$ cat config.mk
export PLATFORM = sky130hd
export DESIGN_NAME = battle_turn_engine_flat
export DESIGN_NICKNAME = d
export VERILOG_FILES = /design/src/rtl/battle_turn_engine_if.sv /design/src/rtl/battle_turn_engine.sv /design/src/flat_wrapper.sv
export SDC_FILE = /design/constraint.sdc
export NUM_CORES = 1
export LEC_CHECK = 0
export CAP_MARGIN = 20
export CELL_PAD_IN_SITES_DETAIL_PLACEMENT = 1
export CELL_PAD_IN_SITES_GLOBAL_PLACEMENT = 2
export CORE_MARGIN = 2
export CORE_UTILIZATION = 27
export CTS_CLUSTER_SIZE = 28
export DETAILED_ROUTE_END_ITERATION = 10
export PLACE_DENSITY_LB_ADDON = 0.1
export SYNTH_ARGS = -nofsm -noshare
export SYNTH_HDL_FRONTEND = slang
export SYNTH_SLANG_ARGS = --single-unit
$ cat constraint.sdc
create_clock -name Clk -period 3.3 [get_ports Clk]
set_clock_uncertainty 0.2 [all_clocks]
set_input_delay 0.33 -clock Clk [delete_from_list [all_inputs] [get_ports Clk]]
set_output_delay 0.33 -clock Clk [all_outputs]
set_load 0.02 [all_outputs]
$ cat src/rtl/battle_turn_engine_if.sv
// battle_turn_engine_if: bundles the battle engine's lookup, keyboard, CPU handshake and overlay signals.
// Optional BATTLE_CRIT_EN adds the crit output.
interface battle_turn_engine_if #(
    parameter int TEAM_SIZE = 3,
    parameter int HP_W      = 8,
    parameter int NUM_MOVES = 4
);
    localparam int IW = (TEAM_SIZE > 1) ? $clog2(TEAM_SIZE) : 1;
    localparam int MW = (NUM_MOVES > 1) ? $clog2(NUM_MOVES) : 1;

    logic            is_battle;
    logic [7:0]      keycode;
    logic [HP_W-1:0] player_max_hp;
    logic [HP_W-1:0] enemy_max_hp;
    logic [7:0]      player_speed;
    logic [7:0]      enemy_speed;
    logic [HP_W-1:0] player_dmg;
    logic [HP_W-1:0] enemy_dmg;
    logic [7:0]      player_acc;
    logic [7:0]      enemy_acc;
    logic [7:0]      rnd;
    logic            cpu_done;
    logic [MW-1:0]   cpu_move;
    logic            cpu_req;
    logic [IW-1:0]   cur_mon;
    logic [IW-1:0]   opp_mon;
    logic [HP_W-1:0] player_hp;
    logic [HP_W-1:0] enemy_hp;
    logic [MW-1:0]   move_index;
    logic [MW-1:0]   enemy_move;
    logic            attacker;
    logic            hit;
    logic            busy;
    logic [3:0]      state_code;
    logic            end_battle;
    logic            result;
`ifdef BATTLE_CRIT_EN
    logic            crit;
`endif

    modport master (
`ifdef BATTLE_CRIT_EN
        input  crit,
`endif
        output is_battle, keycode, player_max_hp, enemy_max_hp, player_speed, enemy_speed,
        output player_dmg, enemy_dmg, player_acc, enemy_acc, rnd, cpu_done, cpu_move,
        input  cpu_req, cur_mon, opp_mon, player_hp, enemy_hp, move_index, enemy_move,
        input  attacker, hit, busy, state_code, end_battle, result
    );

    modport slave (
`ifdef BATTLE_CRIT_EN
        output crit,
`endif
        input  is_battle, keycode, player_max_hp, enemy_max_hp, player_speed, enemy_speed,
        input  player_dmg, enemy_dmg, player_acc, enemy_acc, rnd, cpu_done, cpu_move,
        output cpu_req, cur_mon, opp_mon, player_hp, enemy_hp, move_index, enemy_move,
        output attacker, hit, busy, state_code, end_battle, result
    );
endinterface

$ cat src/rtl/battle_turn_engine.sv
// battle_turn_engine: speed-ordered battle turn sequencer with edge-detected keys, animated HP drain and faint auto-switch.
// Optional BATTLE_CRIT_EN doubles damage on a critical hit and drives the crit output.
module battle_turn_engine #(
    parameter int TEAM_SIZE = 3,
    parameter int HP_W      = 8,
    parameter int NUM_MOVES = 4,
    parameter int DRAIN_DIV = 1024
) (
    input logic                  Clk,
    input logic                  Reset,
    battle_turn_engine_if.slave  bus
);
    localparam int IW = (TEAM_SIZE > 1) ? $clog2(TEAM_SIZE) : 1;
    localparam int MW = (NUM_MOVES > 1) ? $clog2(NUM_MOVES) : 1;
    localparam int CW = (DRAIN_DIV > 1) ? $clog2(DRAIN_DIV) : 1;
    localparam logic [7:0] K_W = 8'h1A, K_A = 8'h04, K_S = 8'h16, K_D = 8'h07, K_ENTER = 8'h28;

    typedef enum logic [3:0] {
        S_IDLE, S_START, S_LOAD, S_SELECT, S_CPU_WAIT, S_ATTACK,
        S_DRAIN, S_TEXT, S_SWITCH, S_WIN, S_LOSE
    } state_t;

    state_t          state_q, state_d;
    logic [7:0]      key_prev_q;
    logic [IW-1:0]   cur_mon_q, cur_mon_d, opp_mon_q, opp_mon_d;
    logic [HP_W-1:0] player_hp_q, player_hp_d, enemy_hp_q, enemy_hp_d, target_q, target_d;
    logic [MW-1:0]   move_index_q, move_index_d, enemy_move_q, enemy_move_d;
    logic            attacker_q, attacker_d, hit_q, hit_d, pending_q, pending_d;
    logic            result_q, result_d, ld_p_q, ld_p_d, ld_e_q, ld_e_d;
    logic [CW-1:0]   cnt_q, cnt_d;
    logic            key_press, enter, def_last, hit_now;
    logic [HP_W-1:0] def_hp, atk_dmg, eff_dmg, tgt_now;
    logic [7:0]      atk_acc, roll;
`ifdef BATTLE_CRIT_EN
    logic            crit_q, crit_d, crit_now;
    logic [HP_W:0]   dbl_dmg;
`endif

    assign key_press = (bus.keycode != 8'h00) && (bus.keycode != key_prev_q);
    assign enter     = key_press && (bus.keycode == K_ENTER);
    assign def_hp    = attacker_q ? enemy_hp_q : player_hp_q;
    assign def_last  = (attacker_q ? opp_mon_q : cur_mon_q) == IW'(TEAM_SIZE - 1);
    assign atk_acc   = attacker_q ? bus.player_acc : bus.enemy_acc;
    assign atk_dmg   = attacker_q ? bus.player_dmg : bus.enemy_dmg;
    assign roll      = bus.rnd % 8'd100;
    assign hit_now   = ({1'b0, roll} + 9'd1) <= {1'b0, atk_acc};
`ifdef BATTLE_CRIT_EN
    assign crit_now  = hit_now && (bus.rnd[7:4] == 4'h0);
    assign dbl_dmg   = {1'b0, atk_dmg} << 1;
    assign eff_dmg   = !crit_now ? atk_dmg : dbl_dmg[HP_W] ? '1 : dbl_dmg[HP_W-1:0];
`else
    assign eff_dmg   = atk_dmg;
`endif
    // HP after this attack: unchanged on a miss, otherwise reduced and clamped at zero
    assign tgt_now   = !hit_now ? def_hp : (def_hp > eff_dmg) ? def_hp - eff_dmg : '0;

    // State and datapath registers; reset clears every visible output
    always_ff @(posedge Clk or posedge Reset) begin
        if (Reset) begin
            state_q      <= S_IDLE;
            key_prev_q   <= 8'h00;
            cur_mon_q    <= '0;
            opp_mon_q    <= '0;
            player_hp_q  <= '0;
            enemy_hp_q   <= '0;
            target_q     <= '0;
            move_index_q <= '0;
            enemy_move_q <= '0;
            attacker_q   <= 1'b0;
            hit_q        <= 1'b0;
            pending_q    <= 1'b0;
            result_q     <= 1'b0;
            ld_p_q       <= 1'b0;
            ld_e_q       <= 1'b0;
            cnt_q        <= '0;
`ifdef BATTLE_CRIT_EN
            crit_q       <= 1'b0;
`endif
        end else begin
            state_q      <= state_d;
            key_prev_q   <= bus.keycode;
            cur_mon_q    <= cur_mon_d;
            opp_mon_q    <= opp_mon_d;
            player_hp_q  <= player_hp_d;
            enemy_hp_q   <= enemy_hp_d;
            target_q     <= target_d;
            move_index_q <= move_index_d;
            enemy_move_q <= enemy_move_d;
            attacker_q   <= attacker_d;
            hit_q        <= hit_d;
            pending_q    <= pending_d;
            result_q     <= result_d;
            ld_p_q       <= ld_p_d;
            ld_e_q       <= ld_e_d;
            cnt_q        <= cnt_d;
`ifdef BATTLE_CRIT_EN
            crit_q       <= crit_d;
`endif
        end
    end

    // Next-state logic of the turn sequencer
    always_comb begin
        state_d = state_q;
        case (state_q)
            S_IDLE:     state_d = bus.is_battle ? S_START : S_IDLE;
            S_START:    state_d = S_LOAD;
            S_LOAD:     state_d = S_SELECT;
            S_SELECT:   state_d = enter ? S_CPU_WAIT : S_SELECT;
            S_CPU_WAIT: state_d = bus.cpu_done ? S_ATTACK : S_CPU_WAIT;
            S_ATTACK:   state_d = (hit_now && eff_dmg != '0) ? S_DRAIN : S_TEXT;
            S_DRAIN:    state_d = (def_hp == target_q) ? S_TEXT : S_DRAIN;
            S_TEXT:     state_d = !enter ? S_TEXT :
                                  (def_hp == '0) ? (def_last ? (attacker_q ? S_WIN : S_LOSE) : S_SWITCH) :
                                  pending_q ? S_ATTACK : S_SELECT;
            S_SWITCH:   state_d = S_LOAD;
            default:    state_d = S_IDLE;
        endcase
    end

    // Datapath updates: HP loads, cursor moves, attack resolution, drain stepping and slot switching
    always_comb begin
        cur_mon_d    = cur_mon_q;
        opp_mon_d    = opp_mon_q;
        player_hp_d  = player_hp_q;
        enemy_hp_d   = enemy_hp_q;
        target_d     = target_q;
        move_index_d = move_index_q;
        enemy_move_d = enemy_move_q;
        attacker_d   = attacker_q;
        hit_d        = hit_q;
        pending_d    = pending_q;
        result_d     = result_q;
        ld_p_d       = ld_p_q;
        ld_e_d       = ld_e_q;
        cnt_d        = cnt_q;
`ifdef BATTLE_CRIT_EN
        crit_d       = crit_q;
`endif
        case (state_q)
            S_START: begin
                cur_mon_d    = '0;
                opp_mon_d    = '0;
                result_d     = 1'b0;
                move_index_d = '0;
                pending_d    = 1'b0;
                ld_p_d       = 1'b1;
                ld_e_d       = 1'b1;
            end
            S_LOAD: begin
                player_hp_d = ld_p_q ? bus.player_max_hp : player_hp_q;
                enemy_hp_d  = ld_e_q ? bus.enemy_max_hp : enemy_hp_q;
                ld_p_d      = 1'b0;
                ld_e_d      = 1'b0;
            end
            S_SELECT: begin
                if (key_press) begin
                    case (bus.keycode)
                        K_W:     move_index_d = (32'(move_index_q) >= 2) ? move_index_q - MW'(2) : move_index_q;
                        K_S:     move_index_d = (32'(move_index_q) + 2 < NUM_MOVES) ? move_index_q + MW'(2) : move_index_q;
                        K_A:     move_index_d = move_index_q[0] ? move_index_q - MW'(1) : move_index_q;
                        K_D:     move_index_d = move_index_q[0] ? move_index_q : move_index_q + MW'(1);
                        default: move_index_d = move_index_q;
                    endcase
                end
            end
            S_CPU_WAIT: begin
                if (bus.cpu_done) begin
                    enemy_move_d = bus.cpu_move;
                    attacker_d   = bus.player_speed > bus.enemy_speed;
                    pending_d    = 1'b1;
                end
            end
            S_ATTACK: begin
                hit_d    = hit_now;
                target_d = tgt_now;
                cnt_d    = '0;
`ifdef BATTLE_CRIT_EN
                crit_d   = crit_now;
`endif
            end
            S_DRAIN: begin
                if (def_hp != target_q) begin
                    cnt_d = (cnt_q == CW'(DRAIN_DIV - 1)) ? '0 : cnt_q + CW'(1);
                    if (cnt_q == CW'(DRAIN_DIV - 1)) begin
                        if (attacker_q) enemy_hp_d = enemy_hp_q - HP_W'(1);
                        else player_hp_d = player_hp_q - HP_W'(1);
                    end
                end
            end
            S_TEXT: begin
                if (enter && def_hp != '0 && pending_q) begin
                    pending_d  = 1'b0;
                    attacker_d = !attacker_q;
                end
            end
            S_SWITCH: begin
                pending_d = 1'b0;
                if (attacker_q) begin
                    opp_mon_d = opp_mon_q + IW'(1);
                    ld_e_d    = 1'b1;
                end else begin
                    cur_mon_d = cur_mon_q + IW'(1);
                    ld_p_d    = 1'b1;
                end
            end
            S_WIN:   result_d = 1'b1;
            default: result_d = result_q;
        endcase
    end

    // Overlay and handshake outputs decoded from state and registers
    always_comb begin
        bus.cpu_req    = state_q == S_CPU_WAIT;
        bus.busy       = state_q == S_DRAIN;
        bus.end_battle = (state_q == S_WIN) || (state_q == S_LOSE);
        bus.state_code = state_q;
        bus.cur_mon    = cur_mon_q;
        bus.opp_mon    = opp_mon_q;
        bus.player_hp  = player_hp_q;
        bus.enemy_hp   = enemy_hp_q;
        bus.move_index = move_index_q;
        bus.enemy_move = enemy_move_q;
        bus.attacker   = attacker_q;
        bus.hit        = hit_q;
        bus.result     = result_q;
`ifdef BATTLE_CRIT_EN
        bus.crit       = crit_q && (state_q == S_DRAIN || state_q == S_TEXT);
`endif
    end
endmodule

$ cat src/flat_wrapper.sv
// flat-port wrapper written by rule: the top's interface ports become plain ports
module battle_turn_engine_flat 
#(
    parameter int TEAM_SIZE = 3,
    parameter int HP_W      = 8,
    parameter int NUM_MOVES = 4,
    parameter int DRAIN_DIV = 1024
)
  (Clk, Reset, bus_is_battle, bus_keycode, bus_player_max_hp, bus_enemy_max_hp, bus_player_speed, bus_enemy_speed, bus_player_dmg, bus_enemy_dmg, bus_player_acc, bus_enemy_acc, bus_rnd, bus_cpu_done, bus_cpu_move, bus_cpu_req, bus_cur_mon, bus_opp_mon, bus_player_hp, bus_enemy_hp, bus_move_index, bus_enemy_move, bus_attacker, bus_hit, bus_busy, bus_state_code, bus_end_battle, bus_result);
  battle_turn_engine_if #(.TEAM_SIZE(TEAM_SIZE), .HP_W(HP_W), .NUM_MOVES(NUM_MOVES)) bus_i ();
  input logic Clk;
  input logic Reset;
  input wire logic [$bits(bus_i.is_battle)-1:0] bus_is_battle;
  input wire logic [$bits(bus_i.keycode)-1:0] bus_keycode;
  input wire logic [$bits(bus_i.player_max_hp)-1:0] bus_player_max_hp;
  input wire logic [$bits(bus_i.enemy_max_hp)-1:0] bus_enemy_max_hp;
  input wire logic [$bits(bus_i.player_speed)-1:0] bus_player_speed;
  input wire logic [$bits(bus_i.enemy_speed)-1:0] bus_enemy_speed;
  input wire logic [$bits(bus_i.player_dmg)-1:0] bus_player_dmg;
  input wire logic [$bits(bus_i.enemy_dmg)-1:0] bus_enemy_dmg;
  input wire logic [$bits(bus_i.player_acc)-1:0] bus_player_acc;
  input wire logic [$bits(bus_i.enemy_acc)-1:0] bus_enemy_acc;
  input wire logic [$bits(bus_i.rnd)-1:0] bus_rnd;
  input wire logic [$bits(bus_i.cpu_done)-1:0] bus_cpu_done;
  input wire logic [$bits(bus_i.cpu_move)-1:0] bus_cpu_move;
  output wire logic [$bits(bus_i.cpu_req)-1:0] bus_cpu_req;
  output wire logic [$bits(bus_i.cur_mon)-1:0] bus_cur_mon;
  output wire logic [$bits(bus_i.opp_mon)-1:0] bus_opp_mon;
  output wire logic [$bits(bus_i.player_hp)-1:0] bus_player_hp;
  output wire logic [$bits(bus_i.enemy_hp)-1:0] bus_enemy_hp;
  output wire logic [$bits(bus_i.move_index)-1:0] bus_move_index;
  output wire logic [$bits(bus_i.enemy_move)-1:0] bus_enemy_move;
  output wire logic [$bits(bus_i.attacker)-1:0] bus_attacker;
  output wire logic [$bits(bus_i.hit)-1:0] bus_hit;
  output wire logic [$bits(bus_i.busy)-1:0] bus_busy;
  output wire logic [$bits(bus_i.state_code)-1:0] bus_state_code;
  output wire logic [$bits(bus_i.end_battle)-1:0] bus_end_battle;
  output wire logic [$bits(bus_i.result)-1:0] bus_result;
  assign bus_i.is_battle = bus_is_battle;
  assign bus_i.keycode = bus_keycode;
  assign bus_i.player_max_hp = bus_player_max_hp;
  assign bus_i.enemy_max_hp = bus_enemy_max_hp;
  assign bus_i.player_speed = bus_player_speed;
  assign bus_i.enemy_speed = bus_enemy_speed;
  assign bus_i.player_dmg = bus_player_dmg;
  assign bus_i.enemy_dmg = bus_enemy_dmg;
  assign bus_i.player_acc = bus_player_acc;
  assign bus_i.enemy_acc = bus_enemy_acc;
  assign bus_i.rnd = bus_rnd;
  assign bus_i.cpu_done = bus_cpu_done;
  assign bus_i.cpu_move = bus_cpu_move;
  assign bus_cpu_req = bus_i.cpu_req;
  assign bus_cur_mon = bus_i.cur_mon;
  assign bus_opp_mon = bus_i.opp_mon;
  assign bus_player_hp = bus_i.player_hp;
  assign bus_enemy_hp = bus_i.enemy_hp;
  assign bus_move_index = bus_i.move_index;
  assign bus_enemy_move = bus_i.enemy_move;
  assign bus_attacker = bus_i.attacker;
  assign bus_hit = bus_i.hit;
  assign bus_busy = bus_i.busy;
  assign bus_state_code = bus_i.state_code;
  assign bus_end_battle = bus_i.end_battle;
  assign bus_result = bus_i.result;
  battle_turn_engine #(.TEAM_SIZE(TEAM_SIZE), .HP_W(HP_W), .NUM_MOVES(NUM_MOVES), .DRAIN_DIV(DRAIN_DIV)) u_core (.Clk(Clk), .Reset(Reset), .bus(bus_i));
endmodule
# Word-level counts from Yosys, hierarchy flattened
# Index checks and enable logic that the tools add are counted.
[classes] n_addsub=12 n_lt_le_gt_ge=5 n_reduce_logical=33 eq_ne=36 n_div=1 muxes=52
[ops] operator="8-bit two-way mux" n=13
[ops] operator="32-bit by 3-bit < comparator with 1-bit output, second input constant" n=1
[ops] operator="4-bit case mux with 8 select lines" n=1
[ops] operator="8-bit case mux with 2 select lines" n=2
[ops] operator="8-bit nonzero test" n=3
[ops] operator="10-bit two-way mux" n=2
[ops] operator="10-bit case mux with 2 select lines" n=1
[ops] operator="2-bit two-way mux" n=9
[ops] operator="4-bit by 3-bit == test with 1-bit output, second input constant" n=4
[ops] operator="8-bit by 3-bit == test with 1-bit output, second input constant" n=2
[ops] operator="8-bit by 5-bit == test with 1-bit output, second input constant" n=2
[ops] operator="8-bit > comparator" n=2
[ops] operator="2-bit by 1-bit inequality test with 1-bit output, second input constant" n=8
[ops] operator="8-bit inequality test" n=2
[ops] operator="8-bit by 1-bit subtractor with 8-bit output, second input constant" n=2
[ops] operator="5-bit AND reduction" n=3
[ops] operator="4-bit == test, second input constant" n=3
[ops] operator="4-bit two-way mux" n=3
[ops] operator="2-bit case mux with 2 select lines" n=3
[ops] operator="2-bit AND reduction" n=6
[ops] operator="2-bit nonzero test" n=6
[ops] operator="10-bit by 1-bit adder with 10-bit output, second input constant" n=1
[ops] operator="10-bit == test, second input constant" n=1
[ops] operator="1-bit two-way mux" n=10
[ops] operator="other kinds (32)" n=49
[totals] register_bits=60 word_cells=156

# Logic depth before layout (Yosys ltp)
[depth] depth_word=7 ltp_mapped=15 ltp_nobuf=13

# Worst setup path before layout
# No wires, ideal clock.
[synth_timing] path_type="register to register" startpoint="register u_core.attacker_q, in the netlist u_core.bus.attacker" endpoint="register u_core.target_q[5]" path_stages_with_launch=13 setup_time_ns=0.077 t_arrival_ns=3.332 setup_slack_ns=-0.309 path_cell_list="dfrtp_1 > buf_6 > clkbuf_1 > buf_1 > buf_2 > mux2i_1 > ha_1 > a2111oi_0 > o21ai_0 > a21oi_1 > o221a_2 > a32oi_1 > a21oi_1"
[synth_via] elab_chain_cells=4
[synth_rtl] element="from (decl)" line_no="battle_turn_engine.sv:28" rtl="logic attacker_q, attacker_d, hit_q, hit_d, pending_q, pending_d;"
[synth_rtl] element="from (signal assigned)" line_no="battle_turn_engine.sv:89" rtl="attacker_q <= attacker_d;"
[synth_rtl] element="8-bit two-way mux (on tied branches)" line_no="battle_turn_engine.sv:41, battle_turn_engine.sv:44"
[synth_rtl] element="8-bit subtractor / 8-bit > comparator (equally long branches)" line_no="battle_turn_engine.sv:55" rtl="assign tgt_now = !hit_now ? def_hp : (def_hp > eff_dmg) ? def_hp - eff_dmg : '0;"
[synth_rtl] element="8-bit two-way mux" line_no="battle_turn_engine.sv:55"
[synth_rtl] element="8-bit two-way mux (*)" line_no="battle_turn_engine.sv:55"
[synth_rtl] element="to (signal assigned)" line_no="battle_turn_engine.sv:86" rtl="target_q <= target_d;"
[synth_rtl] element="to (decl)" line_no="battle_turn_engine.sv:26" rtl="logic [HP_W-1:0] player_hp_q, player_hp_d, enemy_hp_q, enemy_hp_d, target_q, target_d;"
# Every way passes the cells marked *; elsewhere a longest branch is shown, timed or not.
# A chain may end at the register's enable or synchronous reset.

# Final worst setup path
[layout_timing] startpoint="input port bus_rnd[7]" endpoint="register u_core.target_q[5]"
[layout_via] elab_chain_cells=4
[layout_rtl] element="from (decl)" line_no="flat_wrapper.sv:23" rtl="input wire logic [$bits(bus_i.rnd)-1:0] bus_rnd;"
[layout_rtl] element="8-bit by 7-bit remainder unit with 8-bit output" line_no="battle_turn_engine.sv:45" rtl="assign roll = bus.rnd % 8'd100;"
[layout_rtl] element="8-bit by 1-bit adder with 9-bit output" line_no="battle_turn_engine.sv:46" rtl="assign hit_now = ({1'b0, roll} + 9'd1) <= {1'b0, atk_acc};"
[layout_rtl] element="9-bit by 8-bit less-or-equal comparator with 1-bit output" line_no="battle_turn_engine.sv:46"
[layout_rtl] element="8-bit two-way mux" line_no="battle_turn_engine.sv:55"
# No other way between the ends.

==> flow_summary.ini <==
[detailed_routing]
final_antenna_net_count = 0
drcViolationCount = 0
vias = 5082
drtPass1Iterations = 4
wl_per_cell_um = 18.8
drtIter0Drc = 187
routed_wl_um = 18100
via_per_inst = 5.30

[critical_path]
worst-setup-path-type = in -> reg
cpMaxStageDelayCell = ha_1
crit_family = compound AO/OA/AOI/OAI gates
slowest_delay_ns = 0.36
cp.arrival_ns = 3.26
cp_cell_sequence = dlygate4sd2_1, nor2b_4, buf_4, o31ai_2, nor2_2, nand4_1, o311ai_2, ha_1, buf_6, buf_4, o21a_1, o21a_1, o22ai_4, o221a_4, a32oi_1, a21oi_1
start_kind = input pin
crit_buf_inv = 4
end_kind = flop
critPathMaxFanout = 8
critPathRequiredTime_ns = 3.36

[synthesis]
yosysWarnings = 0
synth_seq_cells = 60
synthDistinctLibCells = 73
ys_top_cells_by_count = 60 x dfrtp_1, 42 x nor2_1, 41 x nand2_1
syn_inst = 574
netlist_top_cells_area = dfrtp_1 31%, ha_1 7.4%, mux2i_1 4.3%
async_flop_share = 1.00
synthFlopType = dfrtp_1
synth_top_area_frac = 0.306
syn_nets = 690
yosysSeqAreaShare = 0.306
synthMostInstantiatedCell = dfrtp_1
synth_area_leader_cell = dfrtp_1
syn_area_um2 = 4900
avgSynthCellArea_um2 = 8.54
synth_edf_count = 0

[cells_and_area]
insertedDiodeCount = 0
syn2layout_area_growth_pct = 43.9
multiInputGateArea_um2 = 3310
seq_area_um2 = 1500
layout.nets = 841
final_area_um2 = 7050
fillCellCount = 2062
layout-drive-gt1-share = 0.151

[sta]
relSlewSlack = 0.429
finalHoldViolCount = 0
tns_ns = 0
fmax_ghz = 0.312
fin_crit_ns = 3.20
tightest_slew_ns = 0.857
final_max_slew_viol_count = 0
fin_crit_sh = 0.971
setup_violations = 0

[clock_network]
path_clk_slew_ns = 0.06
cts_root_buf = clkbuf_16
h-tree-depth = 3
cts_buffers = 9
clock_latency_ns = 0.34
cts_hold_buf = 0
clock-sinks = 60
cts_buffer_depth = 2
cts_tree = yes

[pwr]
power.density_nw_per_um2 = 424
leakagePower_nw = 2.83
ir_drop_mv = 0.276

[worst_hold_path]
min_path_type = in -> async

[run]
drv_cap = 0

[placement]
place_congestion = 0.825
io_buffers = 119
place_area_um2 = 6580
hpwl_um = 14000

[grt]
grt.overflow.total = 0
grt_first_pass_wirelength_um = 28600
grt_util_all_layers = 0.185
grt_max_degree = 30
grt_pass1_vias = 5325
antenna_found_initial = 0

[floorplan]
ios = 120
start_util = 0.274
die-width_um = 139
dieHeight_um = 139
fp.coreArea_um2 = 17900
dieArea_um2 = 19300
rows = 49

[outcome]
status = finished, final reports clean
==> path summary, 6_finish.rpt <==
kind / slack (ns) / endpoint / from / cells past startpoint
worst min register to register: 0.28 / u_core.cnt_q[9] / u_core.cnt_q[9] / 1
max in group asynchronous: 2.03 / u_core.cnt_q[4] / Reset / 3
min in group Clk: 0.28 / u_core.cnt_q[9] / u_core.cnt_q[9] / 1
worst min-delay path: 0.23 / u_core.bus.enemy_hp[1] / Reset / 2
worst max register to register: 0.19 / u_core.target_q[5] / u_core.bus.attacker / 9
worst max-delay path: 0.1 / u_core.target_q[5] / bus_rnd[7] / 16
==> flip-flops by register name, summed over array words and instances (netlist names) <==
| name | cells |
|---|---|
| u_core.key_prev_q | 8 |
| u_core.bus.state_code | 4 |
| u_core.bus.result | 1 |
| u_core.bus.enemy_hp | 8 |
| u_core.ld_p_q | 1 |
| u_core.ld_e_q | 1 |
| u_core.bus.attacker | 1 |
| u_core.bus.move_index | 2 |
| u_core.pending_q | 1 |
| u_core.bus.opp_mon | 2 |
| u_core.bus.player_hp | 8 |
| u_core.target_q | 8 |
| u_core.bus.enemy_move | 2 |
| u_core.bus.hit | 1 |
| u_core.cnt_q | 10 |
| u_core.bus.cur_mon | 2 |
==> cell type report <==
type / count / share of cell area
timing repair buffer: 165 / 0.219
clock inverter: 4 / 0.00674
sequential: 60 / 0.213
inverter: 29 / 0.0154
multi-input combinational: 460 / 0.469
tap: 229 / 0.0406
clock buffer: 12 / 0.0364
==> worst register-to-register path: stages (launching register included) <==
cell and delay (ns):
dfrtp_2 0.48, buf_4 0.24, mux2_4 0.37, fa_1 0.50, a211oi_1 0.32, o21ai_0 0.18, a31o_2 0.28, o221a_4 0.15
a32oi_1 0.18, a21oi_1 0.09
==> cells by family after synthesis <==
logic type | after synthesis | share of synthesized area
adder cells (fa/ha/maj) | 30 | 0.0781
AO/OA/AOI/OAI | 174 | 0.239
XOR/XNOR | 25 | 0.0447
other | 1 | 0.000765
flip-flops | 60 | 0.306
buffers and inverters | 54 | 0.0449
AND/OR/NAND/NOR | 196 | 0.208
multiplexers | 34 | 0.0789
==> per-stage QoR <==
step	total power [mW]	hold slack (ns)	setup WS, ns	utilization	cells
floorplan	1.54	0.161	0.0192	-	574
global placement	1.95	0.269	-0.470	0.368	934
detailed placement	1.97	0.269	-0.668	0.368	934
CTS	3.01	0.251	0.0278	0.391	954
global route	3.16	0.291	-0.0507	0.394	959
finish	2.99	0.230	0.0972	0.394	959
==> layer usage <==
metal,vias to the layer above,wire length (um),global-route usage
li1,2463,-,-
met4,0,119,0.0314
met2,88,9310,0.337
met1,2521,8020,0.229
met3,10,603,0.0366
met5,-,0,0
==> power by group <==
group          switching, mW  leakage [nW]  internal [mW]  total (mW)
sequential            0.0338         0.690          0.781       0.815
clock                  0.360         0.149          0.623       0.983
combinational          0.675          1.99          0.519        1.19
==> repair_timing <==
action	4_1_cts	5_1_grt
endpoints found under the setup margin	10	10
pin swaps	13	19
resized for setup	28	17
buffers inserted	4	6
==> cell usage in the layout (no fill, tap or decap), types with 6 or more instances in the layout <==
cell,Yosys,routed
buf_4,0,41
mux2i_1,21,21
inv_1,29,28
o2bb2ai_1,6,6
o21a_1,6,6
nor3_1,19,18
nor2b_1,9,7
xnor2_1,9,9
o22ai_1,8,7
dfrtp_1,60,59
a31oi_1,7,7
clkdlybuf4s50_1,0,113
ha_1,29,28
a21o_1,8,8
nor4_1,8,8
clkbuf_16,0,9
a21oi_1,39,36
o21ai_1,6,10
nand2_1,41,41
a22oi_1,8,7
xor2_1,16,16
nand2b_1,11,11
mux2_2,7,7
nand4_1,16,16
o21ai_0,28,23
nor2_1,42,40
nand3_1,25,25
Power figures use the tool's default switching activity.
